### src/rtl/rep_code_tx.sv
// rep_code_tx: repetition-code serial transmitter.
// A parallel word is accepted over a valid/ready handshake and sent MSB-first.
// Every data bit is repeated as REP identical chips, so a majority voter on the
// receive side can correct one corrupted chip per bit. The chip stream leaves
// over a valid/ready handshake with first/last framing flags.
module rep_code_tx #(
  parameter int DATA_W = 8,
  parameter int REP    = 3
) (
  input  logic              clk,
  input  logic              rst,
  input  logic [DATA_W-1:0] in_data,
  input  logic              in_valid,
  output logic              in_ready,
  output logic              tx_bit,
  output logic              tx_valid,
  input  logic              tx_ready,
  output logic              tx_first,
  output logic              tx_last,
  output logic              busy
);

  // Counter widths. A one-bit counter is kept even when only value 0 is
  // reachable (REP=1 or DATA_W=1) so that no zero-width vector appears.
  localparam int CHIP_W = (REP > 1) ? $clog2(REP) : 1;
  localparam int BIT_W  = (DATA_W > 1) ? $clog2(DATA_W) : 1;

  localparam logic [CHIP_W-1:0] CHIP_MAX = CHIP_W'(REP - 1);
  localparam logic [BIT_W-1:0]  BIT_MAX  = BIT_W'(DATA_W - 1);

  // Parameter legality: an even chip count makes majority voting ambiguous,
  // and the counters are sized for words of at most 32 bits.
  generate
    if ((REP < 1) || ((REP % 2) == 0)) begin : g_bad_rep
      $error("rep_code_tx: REP must be odd and at least 1");
    end
    if ((DATA_W < 1) || (DATA_W > 32)) begin : g_bad_width
      $error("rep_code_tx: DATA_W must be in the range 1..32");
    end
  endgenerate

  typedef enum logic {
    ST_IDLE = 1'b0,
    ST_SEND = 1'b1
  } state_t;

  state_t              r_state;
  state_t              w_state_next;
  logic [DATA_W-1:0]   r_shift;
  logic [CHIP_W-1:0]   r_chip;
  logic [BIT_W-1:0]    r_bit;

  logic                w_sending;
  logic                w_xfer;
  logic                w_chip_end;
  logic                w_frame_end;
  logic                w_accept;

  // Decode of the current chip position and the two handshakes.
  always_comb begin
    w_sending   = (r_state == ST_SEND);
    w_xfer      = w_sending && tx_ready;
    w_chip_end  = (r_chip == CHIP_MAX);
    w_frame_end = w_chip_end && (r_bit == '0);
    // The last-chip transfer frees the block in the same cycle, which is what
    // lets the next word follow with no idle chip slot in between.
    in_ready    = !rst && (!w_sending || (w_xfer && w_frame_end));
    w_accept    = in_valid && in_ready;
  end

  // Next-state logic: a frame ends on its last-chip transfer unless a new
  // word is taken in that same cycle.
  always_comb begin
    w_state_next = r_state;
    case (r_state)
      ST_IDLE: begin
        if (w_accept) begin
          w_state_next = ST_SEND;
        end
      end
      ST_SEND: begin
        if (w_xfer && w_frame_end) begin
          w_state_next = w_accept ? ST_SEND : ST_IDLE;
        end
      end
      default: begin
        w_state_next = ST_IDLE;
      end
    endcase
  end

  // State register.
  always_ff @(posedge clk) begin
    if (rst) begin
      r_state <= ST_IDLE;
    end else begin
      r_state <= w_state_next;
    end
  end

  // Datapath: load on accept, otherwise advance one chip per transfer and
  // move to the next data bit after REP chips. Stalls hold everything.
  always_ff @(posedge clk) begin
    if (rst) begin
      r_shift <= '0;
      r_chip  <= '0;
      r_bit   <= '0;
    end else if (w_accept) begin
      r_shift <= in_data;
      r_chip  <= '0;
      r_bit   <= BIT_MAX;
    end else if (w_xfer) begin
      if (!w_chip_end) begin
        r_chip <= r_chip + CHIP_W'(1);
      end else begin
        r_chip  <= '0;
        r_shift <= r_shift << 1;
        r_bit   <= r_bit - BIT_W'(1);
      end
    end
  end

  // Chip-side outputs decode registered state only; nothing from in_data
  // reaches tx_bit without passing through the shift register. Gating with
  // the SEND state keeps every output at 0 while idle.
  always_comb begin
    tx_valid = w_sending;
    busy     = w_sending;
    tx_bit   = w_sending && r_shift[DATA_W-1];
    tx_first = w_sending && (r_bit == BIT_MAX) && (r_chip == '0);
    tx_last  = w_sending && w_frame_end;
  end

endmodule

### config.mk
export PLATFORM = sky130hd
export DESIGN_NAME = rep_code_tx
export DESIGN_NICKNAME = d
export VERILOG_FILES = /design/src/rtl/rep_code_tx.sv
export SDC_FILE = /design/constraint.sdc
export NUM_CORES = 1
export LEC_CHECK = 0
export CAP_MARGIN = 20
export CORE_MARGIN = 2
export CORE_UTILIZATION = 45
export DETAILED_ROUTE_END_ITERATION = 10
export PLACE_DENSITY = 0.73
export SYNTH_ARGS = -nofsm -noshare
export SYNTH_HDL_FRONTEND = slang
export SYNTH_SLANG_ARGS = --single-unit
### constraint.sdc
create_clock -name clk -period 2.2 [get_ports clk]
set_clock_uncertainty 0.2 [all_clocks]
set_input_delay 0.33 -clock clk [delete_from_list [all_inputs] [get_ports clk]]
set_output_delay 0.33 -clock clk [all_outputs]
set_load 0.02 [all_outputs]
==> impl_metrics.csv <==
group,metric,value,unit
placement,port_buffers,17,
critical_path,arrival,1.56,ns
logic_synthesis,synthesis.nets,102,
sta,period_minus_slack,2.09,ns
cells_and_area,final_area,1010,µm²
cells_and_area,diodes,0,
logic_synthesis,synth.distinct_cells,30,
global_routing,gr-usage-all-layers,16.9,%
cells_and_area,stdcell_count,124,
clock_network,cts_root_buf,"clkbuf_4",
critical_path,crit_required,1.67,ns
floorplan,die_w,46.1,µm
route,wl_per_cell,12.6,µm
floorplan,ios,18,
floorplan,coreArea,1690,µm²
logic_synthesis,synthMuxAreaShare,11.4,%
global_routing,grt_pass1_wl,2590,µm
route,drt_pass1_iterations,2,
placement,gp_congestion,0.783,
sta,setup_violations,0,
placement,dp_hpwl,1190,µm
sta,rsz0062_at_grt,"false",
clock_network,postCtsHoldBufs,0,
logic_synthesis,synthTopCellsByArea,"dfxtp_1 35%, mux2i_1 10%, a2111oi_2 7.5%, nor2_1 5.2%, ha_1 4.7%",
critical_path,criticalPathCategory,"reg -> out",
route,drc_errors,0,
critical_path,crit_path_start_kind,"flip-flop",
sta,slew_viol_final,0,
critical_path,path_max_fanout,9,
placement,placed_area,997,µm²
clock_network,cts_tree,"built",
logic_synthesis,synth_top_family_by_area,"simple AND/OR/NAND/NOR gates",
floorplan,dieHeight,46.1,µm
power_and_ir_drop,power-per-cell-area,524,nW/µm²
min_path,hp-class,"reg -> reg",
sta,max_freq,479,MHz
global_routing,grt_pass1_vias,655,
logic_synthesis,avgSynthCellArea,9.18,µm²
sta,tightest_slew,0.351,ns
sta,finalSetupTns,0,ns
clock_network,cts_buffer_depth,2,
clock_network,clk_latency,0.27,ns
logic_synthesis,synth_top_cell_by_area,"dfxtp_1",
critical_path,cp_cell_sequence,"inv_1 -> nor2_1 -> clkdlybuf4s50_1",
logic_synthesis,synthXorXnorAreaFrac,1.10,%
cells_and_area,post_route_cells_drive_above_1_share,17.8,%
global_routing,grt_max_degree,14,
status,status,"finished clean",
floorplan,rows,15,
route,vias,703,
sta,period_share,94.9,%
clock_network,clock-sinks,14,
logic_synthesis,ys.flop_type,"dfxtp_1",
route,routed_via_density,5.67,
floorplan,initial_core_util,47.3,%
logic_synthesis,synth_fa_ha_area_share,4.70,%
cells_and_area,syn2layout_area_growth,26.5,%
critical_path,critPathSlowestCell,"clkdlybuf4s50_1",
logic_synthesis,synth_compound_gate_area_share,18.0,%
sta,hold_viol,0,
logic_synthesis,ys_async_sr_fraction,0,%
global_routing,antenna_found_initial,0,
logic_synthesis,yosysSeqAreaShare,35.1,%
critical_path,max_stage_delay,0.60,ns
sta,hold_slack,0.305,ns
power_and_ir_drop,ir_drop,336,µV
placement,dp.cells,121,
clock_network,htreeDepth,1,
critical_path,critPathCaptureType,"output port",
cells_and_area,final_cell_mix,"15 x clkdlybuf4s50_1, 14 x dfxtp_1, 11 x nor2_1, 8 x mux2i_1, 7 x nor3_1",
logic_synthesis,ys_seq_elements,14,
logic_synthesis,synth_edf_count,0,
cells_and_area,layout_commonest_cell,"clkdlybuf4s50_1",
cells_and_area,final_nets,124,
run,maxCapViolations,0,
logic_synthesis,yosys.area_share.simple,22.1,%
route,route.final.wire_length,1560,µm
power_and_ir_drop,leakage,0.452,nW
logic_synthesis,ys_warn_count,0,
global_routing,gr-total-overflow,0,
route,ant_nets,0,
logic_synthesis,synth.top_cell.area_share,35.1,%
sta,slew_headroom,76.0,%
logic_synthesis,synth_cells,87,
route,drt_iter0_drc,16,
clock_network,cts.clk_slew.worst_paths,0.08,ns
floorplan,die_area,2130,µm²
clock_network,cts_buffers,3,
logic_synthesis,netlist_area,798,µm²
## power by group
| part | switching [mW] | internal, mW | leakage [nW] | total (mW) |
|---|---|---|---|---|
| Combinational | 0.0501 | 0.0572 | 0.323 | 0.107 |
| Sequential | 0.0122 | 0.271 | 0.116 | 0.283 |
| Clock | 0.0749 | 0.0634 | 0.0138 | 0.138 |
| Total | 0.137 | 0.392 | 0.452 | 0.529 |
## cell usage after synthesis, types with 3 or more instances
master,number
ha_1,3
buf_2,3
nand2_1,4
mux2i_1,8
a2111oi_0,3
nor2_1,11
dfxtp_1,14
nor3_1,7
inv_1,6
a2111oi_2,4
## path summary, 6_finish.rpt
path | cells past startpoint | end | slack (ns) | start
setup / recovery | 3 | tx_first | 0.11 | busy$_SDFF_PP0_
hold / removal | 2 | r_shift[0]$_SDFFE_PP0P_ | 0.31 | r_shift[0]$_SDFFE_PP0P_
setup reg to reg | 6 | r_shift[3]$_SDFFE_PP0P_ | 0.31 | r_bit[0]$_SDFFE_PP0P_
hold reg to reg | 2 | r_shift[0]$_SDFFE_PP0P_ | 0.31 | r_shift[0]$_SDFFE_PP0P_
## flip-flops by register name (all words and copies together), names as in the netlist
| register | flops |
|---|---|
| r_chip | 2 |
| r_shift | 8 |
| r_bit | 3 |
| busy | 1 |
## final cells by class
cell class	count	area, µm²
fill	153	679
multi-input combinational	61	458
sequential	14	280
timing repair buffer	23	205
clock buffer	3	22.5
inverter	6	22.5
tap	17	21.3
## kinds of logic after synthesis
| family | Yosys count |
|---|---|
| muxes | 9 |
| DFF | 14 |
| xor gates and xnor gates | 1 |
| and+or+nand+nor | 33 |
| adders and majority gates | 3 |
| buffers and inverters | 12 |
| AOI/OAI and AO/OA | 15 |
## timing repair
item,in CTS,in global routing
resized for setup,2,4
endpoints found under the hold margin,0,0
setup buffers,0,0
endpoints found under the setup margin,2,2
## per-stage QoR
step / setup WS (ns) / power (mW) / utilization, %
floorplan: 0.425 / 0.352 / -
global placement: -0.0581 / 0.396 / 59.0
detailed placement: -0.0562 / 0.399 / 59.0
CTS: 0.0452 / 0.532 / 60.2
global route: 0.0236 / 0.558 / 59.8
finish: 0.113 / 0.529 / 59.8
## critical path, delay by kind of cell, from the launching register on
family	cells	cell delay (ns)
buf+inv	2	0.70
flops	1	0.48
simple gates	1	0.10
## layer usage
layer	GRT usage [%]	vias up	routed length, µm
met5	0	-	0
met4	3.43	0	14
met3	4.71	2	54
met2	29.4	14	768
met1	20.7	333	720
li1	-	354	-
Power figures use the tool's default switching activity.
